===== config.mk =====
export PLATFORM = sky130hd
export DESIGN_NAME = neuron_setup_tx_flat
export DESIGN_NICKNAME = d
export VERILOG_FILES = /design/src/rtl/neuron_setup_tx_if.sv /design/src/rtl/neuron_setup_tx.sv /design/src/flat_wrapper.sv
export SDC_FILE = /design/constraint.sdc
export NUM_CORES = 1
export LEC_CHECK = 0
export CORE_MARGIN = 5
export CORE_UTILIZATION = 53
export DETAILED_ROUTE_END_ITERATION = 12
export GPL_TIMING_DRIVEN = 0
export PLACE_DENSITY = 0.87
export SLEW_MARGIN = 20
export SYNTH_ARGS = -nofsm -noshare
export SYNTH_HDL_FRONTEND = slang
export SYNTH_SLANG_ARGS = --single-unit

===== constraint.sdc =====
create_clock -name clk -period 3.02 [get_ports clk]
set_input_delay 0.604 -clock clk [delete_from_list [all_inputs] [get_ports clk]]
set_output_delay 0.604 -clock clk [all_outputs]
set_load 0.005 [all_outputs]

===== src/rtl/neuron_setup_tx_if.sv =====
// Command channel into the neuron tile setup transmitter.
//   cmd_valid : host has a register-write command present
//   cmd_ready : transmitter idle and able to accept the command
//   cmd_reg   : 3-bit target register code
//   cmd_value : value to write, right-aligned, W bits wide
// The master modport is the host side, the slave modport is the transmitter.
interface neuron_setup_tx_if #(
    parameter int W = 32
);
    logic         cmd_valid;
    logic         cmd_ready;
    logic [2:0]   cmd_reg;
    logic [W-1:0] cmd_value;

    modport master (
        output cmd_valid,
        output cmd_reg,
        output cmd_value,
        input  cmd_ready
    );

    modport slave (
        input  cmd_valid,
        input  cmd_reg,
        input  cmd_value,
        output cmd_ready
    );
endinterface


===== src/rtl/neuron_setup_tx.sv =====
// Host-side transmitter for the neuron tile byte-wide setup protocol.
// Each accepted command is serialised MSB byte first, either as
// SETUP/STROBE/GAP sequences (one setup_sync rising edge per byte) or,
// for code 101, as a burst of one byte per cycle in stream mode.
// Ports:
//   clk, rst_n     : clock, synchronous active-low reset
//   cmd            : command channel (slave modport)
//   execute_req    : host request to run the neuron
//   data_out       : data byte to tile ui_in
//   setup_control  : control code to tile uio_in[3:1]
//   setup_sync     : commit strobe to tile uio_in[4]
//   execute        : tile uio_in[0]
//   busy           : transfer in progress
module neuron_setup_tx #(
    parameter int N_STAGES      = 5,
    parameter int STROBE_CYCLES = 1,
    parameter int GAP_CYCLES    = 1
) (
    input  logic                clk,
    input  logic                rst_n,
    neuron_setup_tx_if.slave    cmd,
    input  logic                execute_req,
    output logic [7:0]          data_out,
    output logic [2:0]          setup_control,
    output logic                setup_sync,
    output logic                execute,
    output logic                busy
);
    localparam int INPUTS = 1 << N_STAGES;
    localparam int W      = (INPUTS > 8) ? INPUTS : 8;
    localparam int B      = ((INPUTS / 8) > 1) ? (INPUTS / 8) : 1;
    localparam int CMAX   = (STROBE_CYCLES > GAP_CYCLES) ? STROBE_CYCLES : GAP_CYCLES;
    localparam int CW     = (CMAX > 1) ? $clog2(CMAX) : 1;
    localparam int LW     = (B > 1) ? $clog2(B) : 1;

    typedef enum logic [2:0] {
        IDLE, SETUP, STROBE, GAP, STREAM
    } state_t;

    state_t         state_reg, state_next;
    logic [W-1:0]   shift_reg, shift_next;      // bytes still to send, next one at the top
    logic [LW-1:0]  left_reg, left_next;        // bytes remaining after the current one
    logic [CW-1:0]  cnt_reg, cnt_next;          // cycles remaining in STROBE/GAP
    logic [7:0]     data_reg, data_next;
    logic [2:0]     ctrl_reg, ctrl_next;
    logic           sync_reg, sync_next;
    logic           exec_reg, exec_next;
    logic           busy_reg, busy_next;

    logic           cmd_ready_int;
    logic           accept;
    logic           single_byte;

    assign cmd_ready_int = rst_n & (state_reg == IDLE);
    assign cmd.cmd_ready = cmd_ready_int;
    assign accept        = cmd.cmd_valid & cmd_ready_int;
    assign single_byte   = (cmd.cmd_reg == 3'b010) | (cmd.cmd_reg == 3'b011) |
                           (cmd.cmd_reg == 3'b100) | (cmd.cmd_reg == 3'b110);

    always_ff @(posedge clk) begin
        if (!rst_n) begin
            state_reg <= IDLE;
            shift_reg <= '0;
            left_reg  <= '0;
            cnt_reg   <= '0;
            data_reg  <= '0;
            ctrl_reg  <= '0;
            sync_reg  <= 1'b0;
            exec_reg  <= 1'b0;
            busy_reg  <= 1'b0;
        end else begin
            state_reg <= state_next;
            shift_reg <= shift_next;
            left_reg  <= left_next;
            cnt_reg   <= cnt_next;
            data_reg  <= data_next;
            ctrl_reg  <= ctrl_next;
            sync_reg  <= sync_next;
            exec_reg  <= exec_next;
            busy_reg  <= busy_next;
        end
    end

    always_comb begin
        state_next = state_reg;
        shift_next = shift_reg;
        left_next  = left_reg;
        cnt_next   = cnt_reg;
        data_next  = data_reg;
        ctrl_next  = ctrl_reg;
        sync_next  = sync_reg;
        exec_next  = execute_req & (state_reg == IDLE) & ~accept;

        unique case (state_reg)
            IDLE: begin
                data_next = 8'h00;
                ctrl_next = 3'b000;
                sync_next = 1'b0;
                if (accept) begin
                    shift_next = cmd.cmd_value << 8;
                    if (cmd.cmd_reg == 3'b101) begin
                        state_next = STREAM;
                        ctrl_next  = 3'b101;
                        data_next  = cmd.cmd_value[W-1 -: 8];
                        left_next  = LW'(B - 1);
                    end else begin
                        state_next = SETUP;
                        // 111 aliases the input register; 101 must never appear in sync mode
                        ctrl_next  = (cmd.cmd_reg == 3'b111) ? 3'b000 : cmd.cmd_reg;
                        if (single_byte) begin
                            data_next = cmd.cmd_value[7:0];
                            left_next = '0;
                        end else begin
                            data_next = cmd.cmd_value[W-1 -: 8];
                            left_next = LW'(B - 1);
                        end
                    end
                end
            end
            SETUP: begin
                state_next = STROBE;
                sync_next  = 1'b1;
                cnt_next   = CW'(STROBE_CYCLES - 1);
            end
            STROBE: begin
                if (cnt_reg == '0) begin
                    state_next = GAP;
                    sync_next  = 1'b0;
                    cnt_next   = CW'(GAP_CYCLES - 1);
                end else begin
                    cnt_next = cnt_reg - 1'b1;
                end
            end
            GAP: begin
                if (cnt_reg != '0) begin
                    cnt_next = cnt_reg - 1'b1;
                end else if (left_reg == '0) begin
                    state_next = IDLE;
                    data_next  = 8'h00;
                    ctrl_next  = 3'b000;
                end else begin
                    state_next = SETUP;
                    data_next  = shift_reg[W-1 -: 8];
                    shift_next = shift_reg << 8;
                    left_next  = left_reg - 1'b1;
                end
            end
            STREAM: begin
                if (left_reg == '0) begin
                    state_next = IDLE;
                    data_next  = 8'h00;
                    ctrl_next  = 3'b000;
                end else begin
                    data_next  = shift_reg[W-1 -: 8];
                    shift_next = shift_reg << 8;
                    left_next  = left_reg - 1'b1;
                end
            end
            default: begin
                state_next = IDLE;
                data_next  = 8'h00;
                ctrl_next  = 3'b000;
                sync_next  = 1'b0;
            end
        endcase

        busy_next = (state_next != IDLE);
    end

    assign data_out      = data_reg;
    assign setup_control = ctrl_reg;
    assign setup_sync    = sync_reg;
    assign execute       = exec_reg;
    assign busy          = busy_reg;
endmodule


===== src/flat_wrapper.sv =====
// flat-port wrapper written by rule: the top's interface ports become plain ports
module neuron_setup_tx_flat 
#(
    parameter int N_STAGES      = 5,
    parameter int STROBE_CYCLES = 1,
    parameter int GAP_CYCLES    = 1
)
  (clk, rst_n, execute_req, data_out, setup_control, setup_sync, execute, busy, cmd_cmd_valid, cmd_cmd_reg, cmd_cmd_value, cmd_cmd_ready);
  neuron_setup_tx_if #(.W(32)) cmd_i ();
  input  logic clk;
  input  logic rst_n;
  input  logic execute_req;
  output logic [7:0] data_out;
  output logic [2:0] setup_control;
  output logic setup_sync;
  output logic execute;
  output logic busy;
  input wire logic [$bits(cmd_i.cmd_valid)-1:0] cmd_cmd_valid;
  input wire logic [$bits(cmd_i.cmd_reg)-1:0] cmd_cmd_reg;
  input wire logic [$bits(cmd_i.cmd_value)-1:0] cmd_cmd_value;
  output wire logic [$bits(cmd_i.cmd_ready)-1:0] cmd_cmd_ready;
  assign cmd_i.cmd_valid = cmd_cmd_valid;
  assign cmd_i.cmd_reg = cmd_cmd_reg;
  assign cmd_i.cmd_value = cmd_cmd_value;
  assign cmd_cmd_ready = cmd_i.cmd_ready;
  neuron_setup_tx #(.N_STAGES(N_STAGES), .STROBE_CYCLES(STROBE_CYCLES), .GAP_CYCLES(GAP_CYCLES)) u_core (.clk(clk), .rst_n(rst_n), .cmd(cmd_i), .execute_req(execute_req), .data_out(data_out), .setup_control(setup_control), .setup_sync(setup_sync), .execute(execute), .busy(busy));
endmodule

==> parameters.txt <==
Parameter                              Value

Placement
  Worst slack, placed    approximately 670 ps
  Final HPWL DP    approximately 4.6 mm
  Cell area reported after detailed placement    ~2800 um^2
  Routability cong.    around 0.90
  Port-buffer cells    52

STA
  Post-Route Hold Slack    between 400 and 500 ps
  Smallest setup slack after layout    approximately 650 ps
  Setup Total Neg Slack    0 ps
  Max-slew headroom at the worst pin    65.5%
  Slew of the pin with the lowest slew margin    a little over 500 ps
  Setup repair after global routing missed its margin    false
  Max Fclk    roughly 0.42 GHz
  Max-slew violations    0
  Final count of hold timing violations    0
  Final setup violating endpoints    0
  Post-route minimum period    2370 ps
  Clock Skews    8.59 ps
  Period utilisation layout    roughly four fifths

GRT
  Vias in the first global route    2069
  Remaining global-route overflow    0
  Largest net degree at the start of global routing    14
  Number of antenna violations at the first check in global routing    0
  All-Layer GR Usage    about a quarter
  Global-route wire length before repair    between 10 and 15 mm

Yosys
  Yosys synthesis warning count    0
  Post-Syn Area per Cell    8.45 um^2
  Number of enable flip-flop cells after synthesis    0
  Fraction of the yosys area taken by sequential cells    about two fifths
  Synth Instances    ~260
  Number of unique standard cell types used by synthesis    46
  Area of the mapped netlist    2170 um^2
  Total of flip-flops plus latches after synthesis    43
  Most used flip-flop cell after synthesis    sky130_fd_sc_hd__dfxtp_1
  Number of nets produced by synthesis    about 300
  Share of flip-flops with an asynchronous set or reset    0%

Run status
  Outcome    finished clean

Routing
  Total DRC errors in the routed layout    0
  Detailed-route wire length per cell    between 15 and 20 um
  Avg Vias per Cell    roughly 6
  Total detailed-routing wirelength    ~6.4 mm
  Count of vias placed by the detailed router    about 2200
  Pre-antenna DRT Iters    5
  Remaining antenna violation count after routing    0
  DRC marker count from the first detailed-route iteration    roughly 270

Power
  Peak VDD IR    around 0.33 mV
  Areal power density over the cells    a little under 500 nW/um^2
  Leak pwr    between 1 and 1.5 nW

Clock tree
  Clock tree from TritonCTS    built
  Cts hold-fix bufs    0
  Latest clock arrival within the worst-skew pair    310 ps
  Clock sink count    43
  Total CTS buffers    5
  Root Buffer    sky130_fd_sc_hd__clkbuf_8
  Post-CTS sizing    0
  Number of buffers on the longest clock path    2
  Number of H-tree levels    2
  Post-CTS Setup Inserts    0
  Register clock-pin slew on the reported worst setup and hold paths    about 90 ps

Cells and area
  Final-stage net count    about 360
  Commonest cells after routing, fill and taps aside    52 x sky130_fd_sc_hd__clkdlybuf4s50_1, 43 x sky130_fd_sc_hd__dfxtp_1, 39 x sky130_fd_sc_hd__nand2_1, 25 x sky130_fd_sc_hd__nand3_1
  Most common cell after layout, fill and taps aside    sky130_fd_sc_hd__clkdlybuf4s50_1
  Flip-flop count of the largest register, all copies and words added    24
  Share of post-route cells with drive strength above 1    roughly a tenth
  Synthesis-to-finish area growth    32.3%
  Final standard cell area without fillers    roughly 2900 um^2
  Count of antenna diodes in the layout    0
  Layout filler cell count    337

Floorplan
  I/O Pins    between 50 and 60
  Placeable core area    4000 um^2
  Initial Utilization    54.3%
  Die Ht    approximately 74 um
  Full die area    between 5000 and 6000 um^2
  Chip width    about 74 um
  Standard-cell row count    23

Run
  Number of violations of the max-capacitance limit    0

Critical path
  Crit path kind    flip-flop to primary output
  Arrival time at the worst endpoint    roughly 1800 ps
  FF-to-FF path depth    8
  Source of the critical timing path    u_core.state_reg[0]
  Slack of the worst reg-to-reg path    roughly 1000 ps
  Terminus of the critical flop-to-flop path    u_core.shift_reg[27]
  Endpoint kind of the worst setup timing path    primary output
  Setup crit start kind    flip-flop
  Crit path capture    cmd_cmd_ready
  Required time reported for the critical path endpoint    2420 ps
  Maximum fanout along the worst path    10
  Worst flop-to-flop path startpoint    u_core.left_reg[0]

Hold path
  Kind of path behind the tightest hold check    flip-flop to flip-flop
metrics by stage:
step                      power, mW  util, %  cells
after floorplan               0.797        -    257
after global placement        0.917     68.9    359
after detailed placement      0.921     68.9    359
after CTS                      1.38     71.8    367
after global routing           1.44     71.8    367
final                          1.39     71.8    367
where the power goes:
group	internal, mW	leakage [nW]	switching, mW
Combinational	0.139	0.706	0.138
Sequential	0.609	0.352	0.0293
Clock	0.268	0.0612	0.204
worst max-delay path, stage by stage, from the launching register on:
cell and delay, ps:
sky130_fd_sc_hd__dfxtp_1 340, sky130_fd_sc_hd__buf_6 150, sky130_fd_sc_hd__nor4b_4 400, sky130_fd_sc_hd__clkdlybuf4s50_1 580
routing by layer:
| layer | vias to the layer above | global-route usage (%) | routed length, um |
|---|---|---|---|
| met5 | - | 0 | 0 |
| met4 | 0 | 7.24 | 103 |
| met3 | 13 | 4.19 | 553 |
| met2 | 103 | 39.8 | 3020 |
| met1 | 1053 | 34.4 | 2740 |
| li1 | 1058 | - | - |
synth_stat cells, types with 2 or more instances:
cell type | count | area, um^2
sky130_fd_sc_hd__clkbuf_1 | 8 | 30.0
sky130_fd_sc_hd__o31ai_1 | 16 | 120
sky130_fd_sc_hd__inv_1 | 3 | 11.3
sky130_fd_sc_hd__nor3b_1 | 2 | 15.0
sky130_fd_sc_hd__nand3_1 | 25 | 125
sky130_fd_sc_hd__a32o_1 | 2 | 20.0
sky130_fd_sc_hd__and2_1 | 4 | 25.0
sky130_fd_sc_hd__dfxtp_1 | 43 | 861
sky130_fd_sc_hd__a21boi_0 | 11 | 82.6
sky130_fd_sc_hd__buf_4 | 5 | 37.5
sky130_fd_sc_hd__nor2_1 | 4 | 15.0
sky130_fd_sc_hd__o22ai_1 | 2 | 12.5
sky130_fd_sc_hd__buf_6 | 3 | 33.8
sky130_fd_sc_hd__a31oi_1 | 16 | 100
sky130_fd_sc_hd__nand2b_1 | 4 | 25.0
sky130_fd_sc_hd__nand2_1 | 39 | 146
sky130_fd_sc_hd__a21oi_1 | 12 | 60.1
sky130_fd_sc_hd__a22o_1 | 7 | 61.3
sky130_fd_sc_hd__o21ai_0 | 13 | 65.1
sky130_fd_sc_hd__buf_2 | 6 | 30.0
sky130_fd_sc_hd__o21a_1 | 7 | 52.6
worst min-delay path by stage:
stage	start	end	slack [ps]	cells after the start
after floorplan	u_core.left_reg[0]	u_core.left_reg[0]	450	2
after global placement	u_core.left_reg[0]	u_core.left_reg[0]	460	2
after detailed placement	u_core.shift_reg[18]	u_core.shift_reg[26]	460	2
after CTS	u_core.shift_reg[18]	u_core.shift_reg[26]	480	2
after global routing	u_core.shift_reg[18]	u_core.shift_reg[26]	490	2
final	u_core.shift_reg[18]	u_core.shift_reg[26]	480	2
layout make-up:
type	count	area (um^2)	area share [%]
flip-flops and latches	43	861	30.0
plain buffers	23	135	4.70
clock inverters	2	35.0	1.22
inverters	3	11.3	0.392
well taps	50	62.6	2.18
clock buffers	6	82.6	2.87
multi-input cells	188	1160	40.5
repair buffers	52	520	18.1
cells by family after synthesis:
| kind of cell | after synthesis | share of synthesized area, % |
|---|---|---|
| compound gates | 93 | 29.3 |
| xor+xnor | 1 | 0.403 |
| fa+ha+maj | 1 | 0.576 |
| buf+inv | 26 | 6.74 |
| flops | 43 | 39.6 |
| mux | 1 | 0.461 |
| simple gates | 92 | 22.9 |
No activity file was read; power rests on OpenSTA's default activity.
